$ cat config.mk
export PLATFORM = sky130hd
export DESIGN_NAME = mem_port_arbiter
export DESIGN_NICKNAME = d
export VERILOG_FILES = /design/src/rtl/mem_arb_pkg.sv /design/src/rtl/lsu_align.sv /design/src/rtl/mem_port_arbiter.sv
export SDC_FILE = /design/constraint.sdc
export NUM_CORES = 1
export LEC_CHECK = 0
export BUFFER_PORTS_ARGS = -buffer_cell sky130_fd_sc_hd__buf_2
export CAP_MARGIN = 20
export CORE_UTILIZATION = 40
export DETAILED_ROUTE_END_ITERATION = 6
export GPL_TIMING_DRIVEN = 0
export PLACE_DENSITY_LB_ADDON = 0.1
export SLEW_MARGIN = 20
export SYNTH_ARGS = -nofsm -noshare
export SYNTH_HDL_FRONTEND = slang
export SYNTH_SLANG_ARGS = --single-unit
export TNS_END_PERCENT = 50
$ cat constraint.sdc
create_clock -name clk -period 2.5 [get_ports clk]
set_input_delay 0.25 -clock clk [delete_from_list [all_inputs] [get_ports clk]]
set_output_delay 0.25 -clock clk [all_outputs]
set_load 0.01 [all_outputs]
$ cat src/rtl/mem_arb_pkg.sv
// Shared types for the unified-memory port arbiter: access sizes, FSM states,
// owner encoding and the registered request record.
package mem_arb_pkg;

    localparam logic [1:0] SIZE_BYTE = 2'b00;
    localparam logic [1:0] SIZE_HALF = 2'b01;
    localparam logic [1:0] SIZE_WORD = 2'b10;
    localparam logic [1:0] SIZE_ILL  = 2'b11;

    typedef enum logic [1:0] {
        IDLE  = 2'd0,
        ISSUE = 2'd1,
        WAIT  = 2'd2,
        ERR   = 2'd3
    } state_t;

    typedef enum logic {
        OWN_IF = 1'b0,
        OWN_D  = 1'b1
    } owner_t;

    // Address is kept outside the record because its width is a top-level parameter.
    typedef struct packed {
        owner_t      owner;
        logic        we;
        logic [1:0]  size;
        logic        uns;
        logic [31:0] wdata;
    } req_t;

endpackage

$ cat src/rtl/lsu_align.sv
// Combinational byte-lane logic: byte enables, store-data replication,
// load shift/extend and misalignment detection.
module lsu_align
    import mem_arb_pkg::*;
(
    input  logic [1:0]  addr_lo,
    input  logic [1:0]  size,
    input  logic        uns,
    input  logic [31:0] wdata,
    input  logic [31:0] rdata,
    output logic [3:0]  be,
    output logic [31:0] wdata_rep,
    output logic [31:0] rdata_ext,
    output logic        misalign
);

    logic [31:0] shifted;

    assign shifted = rdata >> {addr_lo, 3'b000};

    always_comb begin
        be        = 4'b0000;
        wdata_rep = 32'h0;
        rdata_ext = 32'h0;
        unique case (size)
            SIZE_BYTE: begin
                be        = 4'b0001 << addr_lo;
                wdata_rep = {4{wdata[7:0]}};
                rdata_ext = uns ? {24'h0, shifted[7:0]}
                                : {{24{shifted[7]}}, shifted[7:0]};
            end
            SIZE_HALF: begin
                be        = 4'b0011 << {addr_lo[1], 1'b0};
                wdata_rep = {2{wdata[15:0]}};
                rdata_ext = uns ? {16'h0, shifted[15:0]}
                                : {{16{shifted[15]}}, shifted[15:0]};
            end
            SIZE_WORD: begin
                be        = 4'b1111;
                wdata_rep = wdata;
                rdata_ext = shifted;
            end
            default: ;
        endcase
    end

    assign misalign = (size == SIZE_ILL)
                   || (size == SIZE_HALF && addr_lo[0])
                   || (size == SIZE_WORD && addr_lo != 2'b00);

endmodule

$ cat src/rtl/mem_port_arbiter.sv
// Single-port memory arbiter between instruction fetch and load/store.
// Define MEM_ARB_RR_EN for round-robin tie-breaking instead of fixed data priority.
module mem_port_arbiter
    import mem_arb_pkg::*;
#(
    parameter int ADDR_W = 32
) (
    input  logic              clk,
    input  logic              rst_n,
    input  logic              if_req,
    input  logic [ADDR_W-1:0] if_addr,
    output logic              if_ready,
    output logic              if_rvalid,
    output logic [31:0]       if_rdata,
    input  logic              d_req,
    input  logic              d_we,
    input  logic [ADDR_W-1:0] d_addr,
    input  logic [31:0]       d_wdata,
    input  logic [1:0]        d_size,
    input  logic              d_unsigned,
    output logic              d_ready,
    output logic              d_rvalid,
    output logic [31:0]       d_rdata,
    output logic              d_err,
    output logic              mem_req,
    output logic              mem_we,
    output logic [ADDR_W-1:0] mem_addr,
    output logic [3:0]        mem_be,
    output logic [31:0]       mem_wdata,
    input  logic              mem_gnt,
    input  logic              mem_rvalid,
    input  logic [31:0]       mem_rdata
);

    localparam logic [ADDR_W-1:0] WORD_MASK = ~ADDR_W'(3);

    state_t            state;
    req_t              rq;
    logic [ADDR_W-1:0] rq_addr;

    logic        idle, prio_d, sel_d, sel_if, rsp;
    logic [1:0]  al_addr, al_size;
    logic [3:0]  al_be;
    logic [31:0] al_wdata, al_rdata;
    logic        al_misalign;

    assign idle = (state == IDLE);

`ifdef MEM_ARB_RR_EN
    owner_t last_own;
    assign prio_d = (last_own == OWN_IF);
`else
    assign prio_d = 1'b1;
`endif

    assign sel_d  = idle && d_req && (!if_req || prio_d);
    assign sel_if = idle && if_req && !sel_d;

    // In IDLE the aligner checks the incoming data request; afterwards it
    // works from the registered fields for enables and load extension.
    assign al_addr = idle ? d_addr[1:0] : rq_addr[1:0];
    assign al_size = idle ? d_size      : rq.size;

    lsu_align u_align (
        .addr_lo   (al_addr),
        .size      (al_size),
        .uns       (rq.uns),
        .wdata     (rq.wdata),
        .rdata     (mem_rdata),
        .be        (al_be),
        .wdata_rep (al_wdata),
        .rdata_ext (al_rdata),
        .misalign  (al_misalign)
    );

    always_ff @(posedge clk or negedge rst_n) begin
        if (!rst_n) begin
            state   <= IDLE;
            rq      <= '0;
            rq_addr <= '0;
            mem_req <= 1'b0;
`ifdef MEM_ARB_RR_EN
            last_own <= OWN_IF;
`endif
        end else begin
            unique case (state)
                IDLE: begin
                    if (sel_d) begin
                        rq.owner <= OWN_D;
                        rq.we    <= d_we;
                        rq.size  <= d_size;
                        rq.uns   <= d_unsigned;
                        rq.wdata <= d_wdata;
                        rq_addr  <= d_addr;
`ifdef MEM_ARB_RR_EN
                        last_own <= OWN_D;
`endif
                        if (al_misalign) begin
                            state <= ERR;
                        end else begin
                            state   <= ISSUE;
                            mem_req <= 1'b1;
                        end
                    end else if (sel_if) begin
                        rq.owner <= OWN_IF;
                        rq.we    <= 1'b0;
                        rq.size  <= SIZE_WORD;
                        rq.uns   <= 1'b0;
                        rq.wdata <= 32'h0;
                        rq_addr  <= if_addr & WORD_MASK;
`ifdef MEM_ARB_RR_EN
                        last_own <= OWN_IF;
`endif
                        state   <= ISSUE;
                        mem_req <= 1'b1;
                    end
                end
                ISSUE: begin
                    if (mem_gnt) begin
                        mem_req <= 1'b0;
                        state   <= WAIT;
                    end
                end
                WAIT: begin
                    if (mem_rvalid) state <= IDLE;
                end
                ERR: begin
                    state <= IDLE;
                end
                default: state <= IDLE;
            endcase
        end
    end

    assign if_ready = sel_if;
    assign d_ready  = sel_d;

    assign mem_we    = mem_req & rq.we;
    assign mem_addr  = mem_req ? (rq_addr & WORD_MASK) : '0;
    assign mem_be    = mem_req ? al_be : 4'b0000;
    assign mem_wdata = mem_req ? al_wdata : 32'h0;

    // Responses are same-cycle with the memory's rvalid.
    assign rsp       = (state == WAIT) && mem_rvalid;
    assign if_rvalid = rsp && (rq.owner == OWN_IF);
    assign if_rdata  = if_rvalid ? mem_rdata : 32'h0;
    assign d_rvalid  = (rsp && (rq.owner == OWN_D)) || (state == ERR);
    assign d_rdata   = (rsp && (rq.owner == OWN_D) && !rq.we) ? al_rdata : 32'h0;
    assign d_err     = (state == ERR);

endmodule

; ---- Yosys cells after proc, flatten, opt, wreduce, memory -nomap -nowiden
; Cells that the tools add are included.
[totals]
regBits = 72
latchBits = 0
mem_bits_rw = 0
rom_bits = 0
in_bits = 138
output_inout_bits = 139
elab_cells = 72
memories = 0
[classes]
add_sub_neg = 0
mul = 0
n_div = 0
n_lt_le_gt_ge = 0
n_eq_ne = 10
shift = 3
mux = 27
bitwise_logic = 2
reduce_logical = 22
[op_table]
columns = op, n
row1 = 2-to-1 mux 32 bit, 8
row2 = case mux 32 bit (3 select lines), 2
row3 = 2-to-1 mux 37 bit, 2
row4 = >> shifter 32 x 5 -> 32 bit, 1
row5 = 2-to-1 mux 2 bit, 7
row6 = case mux 4 bit (3 select lines), 1
row7 = logical AND 1 bit, 9
row8 = == test 2 bit (second input constant), 4
row9 = case mux 2 bit (4 select lines), 1
row10 = nonzero test 2 bit, 3
row11 = == test 2 x 1 -> 1 bit (second input constant), 2
row12 = zero test 2 bit, 2
row13 = 2-to-1 mux 1 bit, 4
row14 = 2-to-1 mux 4 bit, 1
row15 = != test 2 bit (second input constant), 2
row16 = AND reduction 4 bit, 1
row17 = << shifter 1 x 2 -> 4 bit (first input constant), 1
row18 = << shifter 2 x 2 -> 4 bit (first input constant), 1
row19 = logical OR 1 bit, 3
row20 = != test 3 x 2 -> 1 bit (second input constant), 1
row21 = != test 3 bit (second input constant), 1
row22 = AND reduction 3 bit, 1
row23 = zero test 1 bit, 2
row24 = case mux 1 bit (2 select lines), 1
row25 = other kinds (3), 3

; ---- Depth between registers and ports, before layout
; Gate-level depths: netlist of run 1.
[depth]
ltp_word = 9
ltp_mapped = 8
depth_no_buf = 5

; ---- By module
; A second synthesis of run 1 with hierarchy kept.
[hier_totals]
cells_unflattened = 611
hier_area_um2 = 5303.8
[modules_own_cells]
columns = module, n_inst, cells_per_inst, area_each_um2, seq_area_each_um2
row1 = mem_port_arbiter, 1, 414, 3945.0, 1801.7
row2 = lsu_align, 1, 197, 1358.8, 0.0

; ---- Worst setup path before layout of run 1
; No wires, ideal clock.
[synth_path]
kind = flip-flop to output port
startpoint = register state[1]
endpoint = output d_rdata[20]
arrival_time_ns = 2.130
required_ns = 2.250
slack_ns = 0.120
stages_incl_launch_ff = 7
path_buffers = 1
cell_sequence = dfrtp_1 -> nor2_2 -> mux2i_2 -> mux4_2 -> a22oi_4 -> buf_6 -> a21oi_1
[synth_via]
elab_chain_cells = 6
elab_cells_between_ends = 15
cone_classes = 3 x eq/ne / 1 x shift / 6 x mux / 5 x reduce/logical
[synth_lines]
columns = item, line
row1 = from (decl), mem_port_arbiter.sv:37  ; state_t state;
row2 = from (signal assigned), mem_port_arbiter.sv:78  ; state <= IDLE;
row3 = from (signal assigned), mem_port_arbiter.sv:99  ; state <= ERR;
row4 = from (signal assigned), mem_port_arbiter.sv:101  ; state <= ISSUE;
row5 = zero test 2 bit, mem_port_arbiter.sv:47  ; assign idle = (state == IDLE);
row6 = 2-to-1 mux 2 bit, mem_port_arbiter.sv:61  ; assign al_addr = idle ? d_addr[1:0] : rq_addr[1:0];
row7 = >> shifter 32 x 5 -> 32 bit, lsu_align.sv:19  ; assign shifted = rdata >> {addr_lo, 3'b000};
row8 = 2-to-1 mux 32 bit (on tied branches), "lsu_align.sv:35, lsu_align.sv:29"
row9 = case mux 32 bit (3 select lines), lsu_align.sv:25  ; unique case (size)
row10 = 2-to-1 mux 32 bit *, mem_port_arbiter.sv:148  ; assign d_rdata = (rsp && (rq.owner == OWN_D) && !rq.we) ? al_rdata : 32'h0;
row11 = to (decl), mem_port_arbiter.sv:23  ; output logic [31:0] d_rdata,
; Every way passes the cells marked *; elsewhere a longest branch is shown, timed or not.

; ---- Final worst setup path of run 1
[layout_path]
startpoint = register state[0]
endpoint = output d_rdata[29]
; The elaborated chain is that of the path after synthesis.

==> results of run 1 <==
state kept, by name, summed over array words and instances (netlist names):
name	flops
rq	37
rq_addr	32
mem_req	1
state	2
worst max-delay path by stage:
stage | endpoint | slack (ns) | depth (start not counted)
detailed placement | d_rdata[10] | -0.56 | 7
finish | d_rdata[29] | -0.19 | 7
global route | mem_be[1] | -0.26 | 8
global placement | d_rdata[10] | -0.51 | 7
floorplan | d_rdata[20] | 0.12 | 6
CTS | d_rdata[22] | -0.18 | 8
cell usage after synthesis (2+ instances only):
cell type | count | area (um^2)
sky130_fd_sc_hd__and2_1 | 80 | 500.5
sky130_fd_sc_hd__or4_1 | 2 | 15.01
sky130_fd_sc_hd__mux2i_2 | 2 | 27.53
sky130_fd_sc_hd__nand3b_1 | 2 | 15.01
sky130_fd_sc_hd__nor2_1 | 13 | 48.80
sky130_fd_sc_hd__nand2b_1 | 2 | 12.51
sky130_fd_sc_hd__o21ai_1 | 2 | 10.01
sky130_fd_sc_hd__nand2_1 | 55 | 206.5
sky130_fd_sc_hd__a211oi_1 | 8 | 60.06
sky130_fd_sc_hd__nand3_1 | 9 | 45.04
sky130_fd_sc_hd__a21oi_1 | 22 | 110.1
sky130_fd_sc_hd__buf_1 | 3 | 11.26
sky130_fd_sc_hd__buf_4 | 5 | 37.54
sky130_fd_sc_hd__mux2i_1 | 46 | 460.4
sky130_fd_sc_hd__nor2b_1 | 20 | 125.1
sky130_fd_sc_hd__clkbuf_1 | 25 | 93.84
sky130_fd_sc_hd__o21ai_0 | 50 | 250.2
sky130_fd_sc_hd__mux2_2 | 18 | 202.7
sky130_fd_sc_hd__a22oi_1 | 25 | 187.7
sky130_fd_sc_hd__a22o_1 | 36 | 315.3
sky130_fd_sc_hd__buf_2 | 6 | 30.03
sky130_fd_sc_hd__nor3_1 | 2 | 10.01
sky130_fd_sc_hd__dfrtp_1 | 72 | 1802
sky130_fd_sc_hd__inv_1 | 5 | 18.77
final cells by class:
| class | count | area share |
|---|---|---|
| Clock inverter | 4 | 0.01077 |
| Buffer | 38 | 0.03161 |
| Clock buffer | 11 | 0.03567 |
| Tap cell | 143 | 0.02525 |
| Inverter | 6 | 0.003179 |
| Timing Repair Buffer | 299 | 0.2264 |
| Multi-Input combinational cell | 413 | 0.4127 |
| Sequential cell | 72 | 0.2545 |
metal layers:
metal / up-vias / wire length (um) / track usage
met5: - / 0 / 0
met4: 0 / 245 / 0.07928
met3: 22 / 1219 / 0.05498
met2: 228 / 9103 / 0.5204
met1: 2555 / 7481 / 0.3474
li1: 2501 / - / -
stage by stage:
stage	area, um^2	setup slack, ns	hold slack [ns]	TNS (ns)	power [mW]
after detailed placement	6375	-0.5594	0.1572	-20.76	7.217
after global routing	7086	-0.2579	0.1348	-8.478	9.978
after floorplan	4800	0.1197	-0.04559	0	5.397
final	7086	-0.1869	0.1221	-4.827	9.392
after global placement	6340	-0.5113	0.4531	-19.33	7.102
after CTS	7015	-0.1830	0.1161	-5.065	9.205
placed cells by master (no fill, tap or decap), types with 2 or more instances in the layout:
cell                        synthesis  final
sky130_fd_sc_hd__buf_2              6    276
sky130_fd_sc_hd__and2_1            80     79
sky130_fd_sc_hd__dfrtp_1           72     71
sky130_fd_sc_hd__nand2_1           55     55
sky130_fd_sc_hd__o21ai_0           50     46
sky130_fd_sc_hd__mux2i_1           46     44
sky130_fd_sc_hd__a22o_1            36     36
sky130_fd_sc_hd__buf_4              5     24
sky130_fd_sc_hd__a22oi_1           25     23
sky130_fd_sc_hd__nor2b_1           20     20
sky130_fd_sc_hd__a21oi_1           22     20
sky130_fd_sc_hd__clkbuf_1          25     20
sky130_fd_sc_hd__mux2_2            18     18
sky130_fd_sc_hd__nor2_1            13     11
sky130_fd_sc_hd__nand3_1            9      9
sky130_fd_sc_hd__clkbuf_16          0      9
sky130_fd_sc_hd__buf_6              1      8
sky130_fd_sc_hd__a211oi_1           8      7
sky130_fd_sc_hd__inv_1              5      4
sky130_fd_sc_hd__mux2i_4            0      4
sky130_fd_sc_hd__o21ai_1            2      4
sky130_fd_sc_hd__clkbuf_8           0      3
sky130_fd_sc_hd__nor2_4             0      2
sky130_fd_sc_hd__or4_1              2      2
sky130_fd_sc_hd__nand2b_1           2      2
sky130_fd_sc_hd__nand3b_1           2      2
sky130_fd_sc_hd__buf_8              0      2
sky130_fd_sc_hd__a22oi_2            0      2
sky130_fd_sc_hd__buf_1              3      2
sky130_fd_sc_hd__nor3_1             2      2
sky130_fd_sc_hd__inv_2              1      2
sky130_fd_sc_hd__a21oi_2            0      2
sky130_fd_sc_hd__conb_1             1      2
sky130_fd_sc_hd__bufinv_16          0      2
critical path, cell delays in order (launching register included):
cell,delay (ns)
sky130_fd_sc_hd__dfrtp_1,0.43
sky130_fd_sc_hd__nor2_4,0.22
sky130_fd_sc_hd__mux2_4,0.34
sky130_fd_sc_hd__mux4_2,0.50
sky130_fd_sc_hd__a22oi_4,0.23
sky130_fd_sc_hd__buf_6,0.17
sky130_fd_sc_hd__a21oi_1,0.08
sky130_fd_sc_hd__buf_2,0.14
report_power, final:
| part | leakage, nW | internal (mW) | switching [mW] | total (mW) |
|---|---|---|---|---|
| clock | 0.158 | 0.927 | 0.504 | 1.43 |
| combinational | 2.71 | 2.63 | 3.07 | 5.70 |
| sequential | 0.894 | 1.76 | 0.499 | 2.26 |
cells by family after synthesis:
group / after synthesis / share of synthesized area
and+or+nand+nor: 188 / 0.2092
AOI/OAI and AO/OA: 154 / 0.2176
DFF: 72 / 0.3757
muxes: 68 / 0.1518
buffers and inverters: 46 / 0.04305
xor gates and xnor gates: 1 / 0.001827
other: 1 / 0.0007819
timing repair:
action	in CTS	in global routing
pin swaps	6	2
hold buffers	1	0
hold endpoints to repair	20	0
endpoints found under the setup margin	71	71
resized for setup	37	19
buffers inserted	22	2
==> reports/metrics.csv, run 1 <==
stage,metric,value,unit
cells_and_area,P&R area growth vs syn,47.74,%
die,Die Height,111.5,um
clock_network,buffer type at the clock tree root,sky130_fd_sc_hd__clkbuf_16,
cells_and_area,Layout Utilization,0.6127,
place,Placed Instances,948,
die,total number of placement rows,39,
sta,count of pins over their slew limit,0,
cells_and_area,diodes inserted,0,
sta,RSZ-0062 raised after global routing,yes,
status,status,finished with violations,
cells_and_area,Non-Filler Instances,986,
logic_synthesis,count of distinct cell types in the synthesized netlist,44,
global_routing,GR Overflow Total,0,
logic_synthesis,Yosys warning count,0,
detailed_routing,via/cell ratio,5.381,
status,violations in the final reports,"design-rule violations, negative setup slack",
detailed_routing,count of unresolved DRC violations after routing,20,
critical_path,start-to-end type of the worst setup path,reg2out,
logic_synthesis,cell count after synthesis,530,
sta,final critical delay including setup and external delays,2.687,ns
die,initial standard-cell utilization of the core,0.4147,
logic_synthesis,proportion of synthesized chip area in sequential cells,0.3757,
sta,final clock skew,0.004858,ns
logic_synthesis,Syn Area/Cell,9.049,um^2
global_routing,Tot GR Track Use,0.2875,
detailed_routing,detailed-route wire length,18.05,mm
logic_synthesis,main flop type after synthesis,sky130_fd_sc_hd__dfrtp_1,
clock_network,H-Tree Depth,3,
worst_hold_path,path type of the worst min-delay path,in2reg,
place,Buffers on Ports,272,
place,last weighted congestion value of the routability-driven placer,0.8724,
detailed_routing,TritonRoute pass-1 iters,7,
logic_synthesis,number of synthesized flops with an enable pin,0,
sta,final critical-path setup slack,-0.1869,ns
power,pwr dens,1325,nW/um^2
clock_network,clock-pin slew on the worst setup and hold paths,0.06,ns
cells_and_area,flip-flop and latch area,1803,um^2
critical_path,CP Max Fanout,10,
clock_network,total clock buffers created by CTS,9,
global_routing,first-pass GRT wire length,28.28,mm
die,Chip Width,111.5,um
critical_path,endpoint kind of the worst setup timing path,output port,
worst_hold_path,"Endpoint, Worst Hold",rq_addr[2],
critical_path,Required @ worst endpoint,2.25,ns
critical_path,setup slack of the most critical reg-to-reg path,0.34,ns
detailed_routing,WL per Instance,18.31,um
sta,achievable clock frequency,372.2,MHz
critical_path,"Data arrival, critical path",2.44,ns
place,detailed placer's ending HPWL,13.18,mm
logic_synthesis,Yosys reg bits,72,
critical_path,launch point of the critical path,state[0],
worst_hold_path,startpoint of the most critical hold path,d_addr[2],
sta,final number of hold-violating endpoints,0,
detailed_routing,remaining antenna violation count after routing,0,
cells_and_area,number of nets in the layout,977,
clock_network,clock tree from TritonCTS,yes,
clock_network,clock tree sinks,72,
power,Lkg Pwr,3.765,nW
cells_and_area,combined area of the multi-input logic cells,2924,um^2
die,Std-Cell Core Area,11560,um^2
clock_network,Clock Latency Late Sink,0.33,ns
sta,setup violation total in the final timing report,42,
die,die area,12430,um^2
sta,"Period Utilization, post-route",1.075,
detailed_routing,initial detailed-routing violation count,327,
global_routing,antenna violations before repair,0,
global_routing,via count of the first global-routing pass,5463,
power,peak supply drop,0.0006258,V
logic_synthesis,"Cell Area, Synth",4796,um^2
cells_and_area,layout cell share with drive strength beyond 1,0.4425,
die,number of placed I/O pins,277,
flow_run,count of maximum capacitance violations,0,
cells_and_area,number of filler cells placed in the layout,1078,
critical_path,FF-to-FF path depth,8,
critical_path,kind of launch point of the worst setup path,register,
clock_network,number of buffers on the longest clock path,2,
global_routing,pin count of the biggest net entering global routing,53,
sta,slew at the pin with the worst max-slew slack,0.8832,ns
sta,headroom to the max-slew limit,0.4073,
critical_path,worst flop-to-flop path endpoint,state[1],
critical_path,reg2reg start,state[0],
logic_synthesis,share of flip-flops with an asynchronous set or reset after synthesis,1.000,
worst_hold_path,cell count of the worst hold path,3,
detailed_routing,number of vias in the routed layout,5306,
(Power assumes the default switching activity.)
==> inputs of run 2 (changes only) <==
- SYNTH_HIERARCHICAL: default -> 1
==> reports/metrics.csv, run 2 <==
stage,metric,value,unit,change
sta,worst hold-check slack,0.1024,ns,was 0.1221 ns
logic_synthesis,Yosys reg bits,72,,unchanged
detailed_routing,number of vias in the routed layout,6025,,was 5306
die,Die Height,117.2,um,was 111.5 um
power,peak supply drop,0.0006970,V,was 0.0006258 V
logic_synthesis,proportion of synthesized chip area in sequential cells,0.3397,,was 0.3757
logic_synthesis,Syn Area/Cell,8.681,um^2,was 9.049 um^2
sta,setup violation total in the final timing report,42,,unchanged
detailed_routing,detailed-route wire length,19.97,mm,was 18.05 mm
clock_network,clock-pin slew on the worst setup and hold paths,0.06,ns,about the same
power,part of the power in combinational logic,0.697,,was 0.607
place,detailed placer's ending HPWL,15.12,mm,was 13.18 mm
logic_synthesis,cell accounting for the most synthesized area,sky130_fd_sc_hd__dfrtp_1,,unchanged
critical_path,CP most frequent cell,sky130_fd_sc_hd__nand2_4,,
die,total number of placement rows,41,,was 39
global_routing,pin count of the biggest net entering global routing,43,,was 53
cells_and_area,max reg flops,37,,unchanged
place,last weighted congestion value of the routability-driven placer,0.8991,,was 0.8724
cells_and_area,number of nets in the layout,1057,,was 977
die,Chip Width,117.2,um,was 111.5 um
sta,headroom to the max-slew limit,0.6043,,was 0.4073
power,pwr dens,1546,nW/um^2,was 1325 nW/um^2
power,switch share,0.4330,,was 0.4340
global_routing,via count of the first global-routing pass,5661,,was 5463
logic_synthesis,ranking of synthesized cells by area,"sky130_fd_sc_hd__dfrtp_1, sky130_fd_sc_hd__and2_1, sky130_fd_sc_hd__o22ai_1",,"was sky130_fd_sc_hd__dfrtp_1, sky130_fd_sc_hd__and2_1, sky130_fd_sc_hd__mux2i_1"
logic_synthesis,most frequently used cell type in the post-synthesis netlist,sky130_fd_sc_hd__and2_1,,unchanged
die,initial standard-cell utilization of the core,0.4152,,was 0.4147
power,Clock Power Share,0.117,,was 0.152
die,number of placed I/O pins,277,,unchanged
detailed_routing,count of unresolved DRC violations after routing,0,,was 20
power,internal cell power,6.939,mW,was 5.316 mW
detailed_routing,WL per Instance,18.20,um,was 18.31 um
power,part of the total power dissipated in sequential elements,0.186,,was 0.241
sta,final number of hold-violating endpoints,0,,unchanged
critical_path,kind of launch point of the worst setup path,register,,unchanged
clock_network,H-Tree Depth,3,,unchanged
die,die area,13720,um^2,was 12430 um^2
worst_hold_path,path type of the worst min-delay path,in2reg,,unchanged
clock_network,Clock Latency Late Sink,0.33,ns,about the same
clock_network,buffer type at the clock tree root,sky130_fd_sc_hd__clkbuf_16,,unchanged
logic_synthesis,Yosys warning count,6,,was 0
logic_synthesis,share of the synthesized area in the top cell type,0.3397,,was 0.3757
global_routing,first-pass GRT wire length,29.81,mm,was 28.28 mm
logic_synthesis,"Cell Area, Synth",5304,um^2,was 4796 um^2
status,status,finished with violations,,unchanged
cells_and_area,number of filler cells placed in the layout,1119,,was 1078
place,Buffers on Ports,271,,was 272
cells_and_area,Top reg by flops,rq,,unchanged
clock_network,total clock buffers created by CTS,9,,unchanged
sta,count of pins over their slew limit,0,,unchanged
cells_and_area,P&R area growth vs syn,49.23,%,was 47.74%
die,Std-Cell Core Area,12770,um^2,was 11560 um^2
detailed_routing,initial detailed-routing violation count,492,,was 327
cells_and_area,leading registers by flop count,"rq x37, rq_addr x32, state x2",,unchanged
logic_synthesis,number of synthesized flops with an enable pin,0,,unchanged
power,Lkg Pwr,4.095,nW,was 3.765 nW
logic_synthesis,Post-synth top cells,"sky130_fd_sc_hd__and2_1, sky130_fd_sc_hd__dfrtp_1, sky130_fd_sc_hd__o22ai_1",,"was sky130_fd_sc_hd__and2_1, sky130_fd_sc_hd__dfrtp_1, sky130_fd_sc_hd__nand2_1"
clock_network,number of buffers on the longest clock path,2,,unchanged
critical_path,start-to-end type of the worst setup path,reg2out,,unchanged
power,power dissipated by switching net loads,5.300,mW,was 4.075 mW
critical_path,CP Max Fanout,5,,was 10
detailed_routing,remaining antenna violation count after routing,0,,unchanged
sta,"Period Utilization, post-route",1.047,,was 1.075
cells_and_area,"most common cell after layout, fill and taps aside",sky130_fd_sc_hd__buf_2,,unchanged
global_routing,antenna violations before repair,1,,was 0
sta,slew at the pin with the worst max-slew slack,0.5936,ns,was 0.8832 ns
critical_path,"Data arrival, critical path",2.37,ns,was 2.44 ns
global_routing,Tot GR Track Use,0.2857,,was 0.2875
cells_and_area,"top library cells by usage in the layout, fill and taps aside","sky130_fd_sc_hd__buf_2, sky130_fd_sc_hd__and2_1, sky130_fd_sc_hd__dfrtp_1",,unchanged
cells_and_area,layout cell share with drive strength beyond 1,0.4426,,was 0.4425
sta,final critical-path setup slack,-0.1184,ns,was -0.1869 ns
detailed_routing,TritonRoute pass-1 iters,5,,was 7
critical_path,endpoint kind of the worst setup timing path,output port,,unchanged
flow_run,count of maximum capacitance violations,0,,unchanged
sta,RSZ-0062 raised after global routing,yes,,unchanged
clock_network,clock tree from TritonCTS,yes,,unchanged
sta,final clock skew,0.006912,ns,was 0.004858 ns
sta,achievable clock frequency,381.9,MHz,was 372.2 MHz
sta,final critical delay including setup and external delays,2.618,ns,was 2.687 ns
critical_path,cell at the slowest stage of the critical path,sky130_fd_sc_hd__dfrtp_1,,was sky130_fd_sc_hd__mux4_2
place,Place WS,-0.5423,ns,was -0.5594 ns
critical_path,delay of the slowest critical-path stage,0.40,ns,was 0.50 ns
status,violations in the final reports,negative setup slack,,"was design-rule violations, negative setup slack"
logic_synthesis,main flop type after synthesis,sky130_fd_sc_hd__dfrtp_1,,unchanged
global_routing,GR Overflow Total,0,,unchanged
clock_network,clock tree sinks,72,,unchanged
logic_synthesis,cell count after synthesis,611,,was 530
critical_path,Required @ worst endpoint,2.25,ns,about the same
logic_synthesis,share of flip-flops with an asynchronous set or reset after synthesis,1.000,,unchanged
logic_synthesis,count of distinct cell types in the synthesized netlist,48,,was 44
detailed_routing,via/cell ratio,5.492,,was 5.381
critical_path,critical path cell sequence,buf_6 -> or2_4 -> nand2_4 -> nand2_4 -> mux2_4 -> o221ai_4 -> buf_4 -> o21ai_1 -> and2_1 -> buf_2,,was nor2_4 -> mux2_4 -> mux4_2 -> a22oi_4 -> buf_6 -> a21oi_1 -> buf_2
-- run 2: path summary, 6_finish.rpt --
path                                  from           to  slack (ns)  depth (start not counted)
worst max-delay path              state[1]  d_rdata[27]       -0.12                         10
worst min-delay path               mem_gnt     state[0]        0.10                          2
worst max register to register    state[1]     state[1]        0.35                         12
worst min register to register  rq_addr[0]   rq_addr[0]        0.50                          1
max in group asynchronous            rst_n     state[0]        1.51                          3
min in group asynchronous            rst_n       rq[20]        0.41                          2
-- run 2: final cells by class --
cell class	instances	area, um^2	share of cell area
antenna	1	2.502	0.0003162
buffer	61	480.5	0.06070
clock buffer	11	252.7	0.03193
clock inverter	5	78.83	0.009959
inverter	12	50.05	0.006323
multi-input combinational	462	3294	0.4162
sequential	72	1803	0.2278
tap	172	215.2	0.02719
timing repair buffer	301	1738	0.2196
-- run 2: metal layers --
layer / GRT usage / share of wire / wire (um)
met1: 0.3580 / 0.41 / 8239
met2: 0.4886 / 0.50 / 10010
met3: 0.05561 / 0.064 / 1273
met4: 0.1038 / 0.021 / 422
met5: 0 / 0.00075 / 15
-- run 2: power by group through the flow --
| stage | logic, mW | clock network [mW] | registers (mW) |
|---|---|---|---|
| CTS | 7.75 | 1.46 | 2.24 |
| global placement | 6.58 | 0 | 2.22 |
| finish | 8.53 | 1.43 | 2.28 |
| detailed placement | 6.72 | 0 | 2.24 |
| global route | 9.19 | 1.50 | 2.35 |
| floorplan | 4.77 | 0 | 2.10 |
-- run 2: through the flow --
step / utilization / instance area [um^2] / cells / power (mW) / setup TNS (ns)
global route: 0.6195 / 7913 / 1096 / 13.05 / -8.853
floorplan: - / 5308 / 612 / 6.864 / 0
global placement: 0.5385 / 6879 / 1055 / 8.795 / -25.92
finish: 0.6196 / 7915 / 1097 / 12.24 / -2.977
CTS: 0.5982 / 7641 / 1090 / 11.44 / -3.603
detailed placement: 0.5409 / 6909 / 1056 / 8.953 / -29.02
-- run 2: what timing repair did --
action / in CTS / in global routing
gates cloned: 2 / 3
hold buffers: 1 / 0
endpoints found under the setup margin: 70 / 69
hold endpoints to repair: 30 / 0
pin swaps: 25 / 18
setup buffers: 17 / 6
gates resized for setup: 76 / 46
-- run 2: cells by family (layout without fill, tap and decap cells) --
logic type,after synthesis,count (layout),synth area share
compound gates,216,216,0.2777
xor+xnor,2,2,0.006842
buf+inv,78,390,0.07997
flops,72,72,0.3397
mux,27,27,0.05284
other cells,1,3,0.0007070
simple gates,215,215,0.2423
-- run 2: worst max-delay path, delay by kind of cell (launching register included) --
kind	cells	cell delay, ns
and+or+nand+nor	4	0.54
muxes	1	0.34
AOI/OAI and AO/OA	2	0.31
DFF	1	0.40
buffers and inverters	3	0.45
==> inputs of run 3 (changes only) <==
--- a/config.mk
+++ b/config.mk
@@ -8,4 +8,6 @@
 export BUFFER_PORTS_ARGS = -buffer_cell sky130_fd_sc_hd__buf_2
 export CAP_MARGIN = 20
+export CORE_ASPECT_RATIO = 0.8
+export CORE_MARGIN = 2
 export CORE_UTILIZATION = 40
 export DETAILED_ROUTE_END_ITERATION = 6
==> constraint.sdc (replaced) <==
create_clock -name clk -period 2.5 [get_ports clk]
set_input_delay 0.25 -clock clk [delete_from_list [all_inputs] [get_ports clk]]
set_output_delay 0.25 -clock clk [all_outputs]
set_load 0.05 [all_outputs]
==> reports/metrics.csv, run 3 (synthesized netlist as in run 2, its figures left out) <==
stage,metric,value,unit,change
critical_path,start-to-end type of the worst setup path,reg2out,,unchanged
flow_run,count of maximum capacitance violations,0,,unchanged
power,Clock Power Share,0.084,,was 0.117
sta,achievable clock frequency,364.2,MHz,was 381.9 MHz
critical_path,cell at the slowest stage of the critical path,sky130_fd_sc_hd__dfrtp_1,,unchanged
worst_hold_path,startpoint of the most critical hold path,mem_gnt,,unchanged
sta,count of pins over their slew limit,0,,unchanged
critical_path,CP Max Fanout,6,,was 5
critical_path,FF-to-FF path depth,13,,was 12
power,pwr dens,1873,nW/um^2,was 1546 nW/um^2
global_routing,Tot GR Track Use,0.2863,,was 0.2857
clock_network,clock tree sinks,72,,unchanged
die,total number of placement rows,37,,was 41
clock_network,clock-pin slew on the worst setup and hold paths,0.06,ns,about the same
cells_and_area,P&R area growth vs syn,69.78,%,was 49.23%
cells_and_area,"most common cell after layout, fill and taps aside",sky130_fd_sc_hd__buf_2,,unchanged
detailed_routing,count of unresolved DRC violations after routing,0,,unchanged
die,Die Height,107.0,um,was 117.2 um
place,Placed Instances,1059,,was 1056
global_routing,antenna violations before repair,4,,was 1
critical_path,Required @ worst endpoint,2.25,ns,about the same
cells_and_area,"top library cells by usage in the layout, fill and taps aside","sky130_fd_sc_hd__buf_2, sky130_fd_sc_hd__and2_1, sky130_fd_sc_hd__dfrtp_1",,unchanged
critical_path,CP most frequent cell,sky130_fd_sc_hd__nand2_4,,unchanged
worst_hold_path,"Endpoint, Worst Hold",state[0],,unchanged
place,last weighted congestion value of the routability-driven placer,0.8556,,was 0.8991
die,Chip Width,132.7,um,was 117.2 um
power,Lkg Pwr,4.467,nW,was 4.095 nW
detailed_routing,initial detailed-routing violation count,406,,was 492
sta,final clock skew,0.004712,ns,was 0.006912 ns
cells_and_area,leading registers by flop count,"rq x37, rq_addr x32, state x2",,unchanged
detailed_routing,via/cell ratio,5.561,,was 5.492
critical_path,setup slack of the most critical reg-to-reg path,0.34,ns,was 0.35 ns
clock_network,H-Tree Depth,3,,unchanged
clock_network,clock tree from TritonCTS,yes,,unchanged
clock_network,total clock buffers created by CTS,9,,unchanged
global_routing,via count of the first global-routing pass,6044,,was 5661
power,peak supply drop,0.001400,V,was 0.0006970 V
critical_path,Top delay family on crit path,simple AND/OR/NAND/NOR gates,,unchanged
critical_path,endpoint kind of the worst setup timing path,output port,,unchanged
place,Place WS,-0.5435,ns,was -0.5423 ns
power,power dissipated by switching net loads,8.413,mW,was 5.300 mW
critical_path,instance count on the critical path,10,,unchanged
sta,slew at the pin with the worst max-slew slack,0.6454,ns,was 0.5936 ns
sta,final critical-path setup slack,-0.2454,ns,was -0.1184 ns
global_routing,first-pass GRT wire length,32.17,mm,was 29.81 mm
global_routing,GR Overflow Total,0,,unchanged
worst_hold_path,path type of the worst min-delay path,in2reg,,unchanged
status,violations in the final reports,negative setup slack,,unchanged
status,status,finished with violations,,unchanged
sta,"Period Utilization, post-route",1.098,,was 1.047
die,die area,14200,um^2,was 13720 um^2
die,initial standard-cell utilization of the core,0.4106,,was 0.4152
power,switch share,0.4987,,was 0.4330
clock_network,buffer type at the clock tree root,sky130_fd_sc_hd__clkbuf_16,,unchanged
cells_and_area,max reg flops,37,,unchanged
critical_path,worst flop-to-flop path endpoint,state[1],,unchanged
sta,final critical delay including setup and external delays,2.745,ns,was 2.618 ns
place,Buffers on Ports,271,,unchanged
cells_and_area,number of filler cells placed in the layout,1009,,was 1119
cells_and_area,Non-Filler Instances,1114,,was 1097
critical_path,delay of the slowest critical-path stage,0.40,ns,about the same
power,internal cell power,8.456,mW,was 6.939 mW
critical_path,buffers plus inverters on the worst setup path,3,,unchanged
place,detailed placer's ending HPWL,14.90,mm,was 15.12 mm
power,part of the power in combinational logic,0.780,,was 0.697
die,number of placed I/O pins,277,,unchanged
critical_path,"Data arrival, critical path",2.50,ns,was 2.37 ns
detailed_routing,WL per Instance,19.54,um,was 18.20 um
detailed_routing,detailed-route wire length,21.77,mm,was 19.97 mm
global_routing,pin count of the biggest net entering global routing,39,,was 43
sta,final number of hold-violating endpoints,0,,unchanged
sta,setup violation total in the final timing report,61,,was 42
clock_network,Clock Latency Late Sink,0.34,ns,was 0.33 ns
critical_path,kind of launch point of the worst setup path,register,,unchanged
cells_and_area,number of nets in the layout,1069,,was 1057
sta,headroom to the max-slew limit,0.5697,,was 0.6043
critical_path,reg2reg start,state[0],,was state[1]
sta,RSZ-0062 raised after global routing,yes,,unchanged
cells_and_area,layout cell share with drive strength beyond 1,0.5348,,was 0.4426
cells_and_area,Top reg by flops,rq,,unchanged
die,Std-Cell Core Area,12920,um^2,was 12770 um^2
critical_path,critical path cell sequence,buf_6 -> or2_4 -> nand2_4 -> nand2_4 -> mux2_4 -> a22oi_4 -> buf_12 -> o221ai_2 -> and2_4 -> buf_8,,was buf_6 -> or2_4 -> nand2_4 -> nand2_4 -> mux2_4 -> o221ai_4 -> buf_4 -> o21ai_1 -> and2_1 -> buf_2
power,part of the total power dissipated in sequential elements,0.136,,was 0.186
detailed_routing,remaining antenna violation count after routing,0,,unchanged
detailed_routing,number of vias in the routed layout,6195,,was 6025
worst_hold_path,cell count of the worst hold path,2,,unchanged
clock_network,number of buffers on the longest clock path,2,,unchanged
detailed_routing,TritonRoute pass-1 iters,5,,unchanged
==> run 3: changes by cell type in the layout (fill, tap and decap cells not counted), moves of 11 or more <==
cell,previous run,this run
sky130_fd_sc_hd__o21ai_2,0,12
sky130_fd_sc_hd__buf_8,7,54
sky130_fd_sc_hd__buf_6,21,43
sky130_fd_sc_hd__and2_4,5,47
sky130_fd_sc_hd__o21ai_1,18,6
sky130_fd_sc_hd__and2_1,127,85
sky130_fd_sc_hd__nand2_1,21,10
sky130_fd_sc_hd__buf_2,276,211
==> run 3: how the worst max path moves through the flow <==
| stage | from | endpoint | slack (ns) |
|---|---|---|---|
| 2_1_floorplan | state[1] | d_rdata[24] | -0.03 |
| 3_3_place_gp | state[0] | mem_be[1] | -0.49 |
| 3_5_place_dp | state[0] | mem_be[2] | -0.54 |
| 4_1_cts | state[1] | d_rdata[18] | -0.20 |
| 5_1_grt | state[0] | d_rdata[29] | -0.33 |
| 6_report | state[0] | d_rdata[9] | -0.25 |
==> run 3: area by class of cell <==
type	instances	area, um^2	share of cell area
inverters	12	50.05	0.005558
multi-input cells	462	3590	0.3986
diodes	4	10.01	0.001112
repair buffers	311	2442	0.2712
flip-flops and latches	72	1802	0.2001
clock inverters	4	77.57	0.008615
clock buffers	11	242.7	0.02696
plain buffers	63	571.8	0.06350
well taps	175	219.0	0.02432
==> run 3: power groups by stage <==
stage          sequential, mW  combinational, mW  clock [mW]
6_report                 2.29               13.2        1.42
5_1_grt                  2.35               13.9        1.49
3_5_place_dp             2.22               9.06           0
3_3_place_gp             2.21               8.94           0
4_1_cts                  2.23               11.3        1.45
2_1_floorplan            2.12               7.08           0
==> run 3: repair_timing <==
action | in CTS | in global routing
endpoints found under the setup margin | 70 | 78
cloned | 2 | 7
setup buffers | 21 | 8
endpoints found under the hold margin | 34 | 0
hold buffers | 1 | 0
pin swaps | 23 | 43
gates resized for setup | 272 | 139
==> run 3: through the flow <==
stage          utilization  hold slack [ns]  power [mW]  setup TNS, ns  instance area, um^2
2_1_floorplan            -         -0.04559       9.197        -0.2458                 5328
3_3_place_gp        0.5344           0.4538       11.15         -25.01                 6903
6_report            0.6972           0.1189       16.87         -9.369                 9005
3_5_place_dp        0.5362           0.2399       11.28         -26.98                 6925
4_1_cts             0.6449           0.1082       14.98         -7.263                 8329
5_1_grt             0.6972           0.1187       17.70         -14.38                 9005
==> run 3: worst reg2reg max path: cells and delay by family (launching register included) <==
| family | cells | cell delay (ns) |
|---|---|---|
| flops | 1 | 0.40 |
| compound gates | 4 | 0.49 |
| buf+inv | 5 | 0.73 |
| simple gates | 4 | 0.47 |
==> run 3: metal layers <==
layer | GRT usage | vias up | part of all wire | wire length [um]
met2 | 0.4722 | 301 | 0.49 | 10680
met4 | 0.09217 | 0 | 0.019 | 420
li1 | - | 2838 | - | -
met3 | 0.04823 | 36 | 0.074 | 1615
met5 | 0 | - | 0 | 0
met1 | 0.3852 | 3020 | 0.42 | 9058
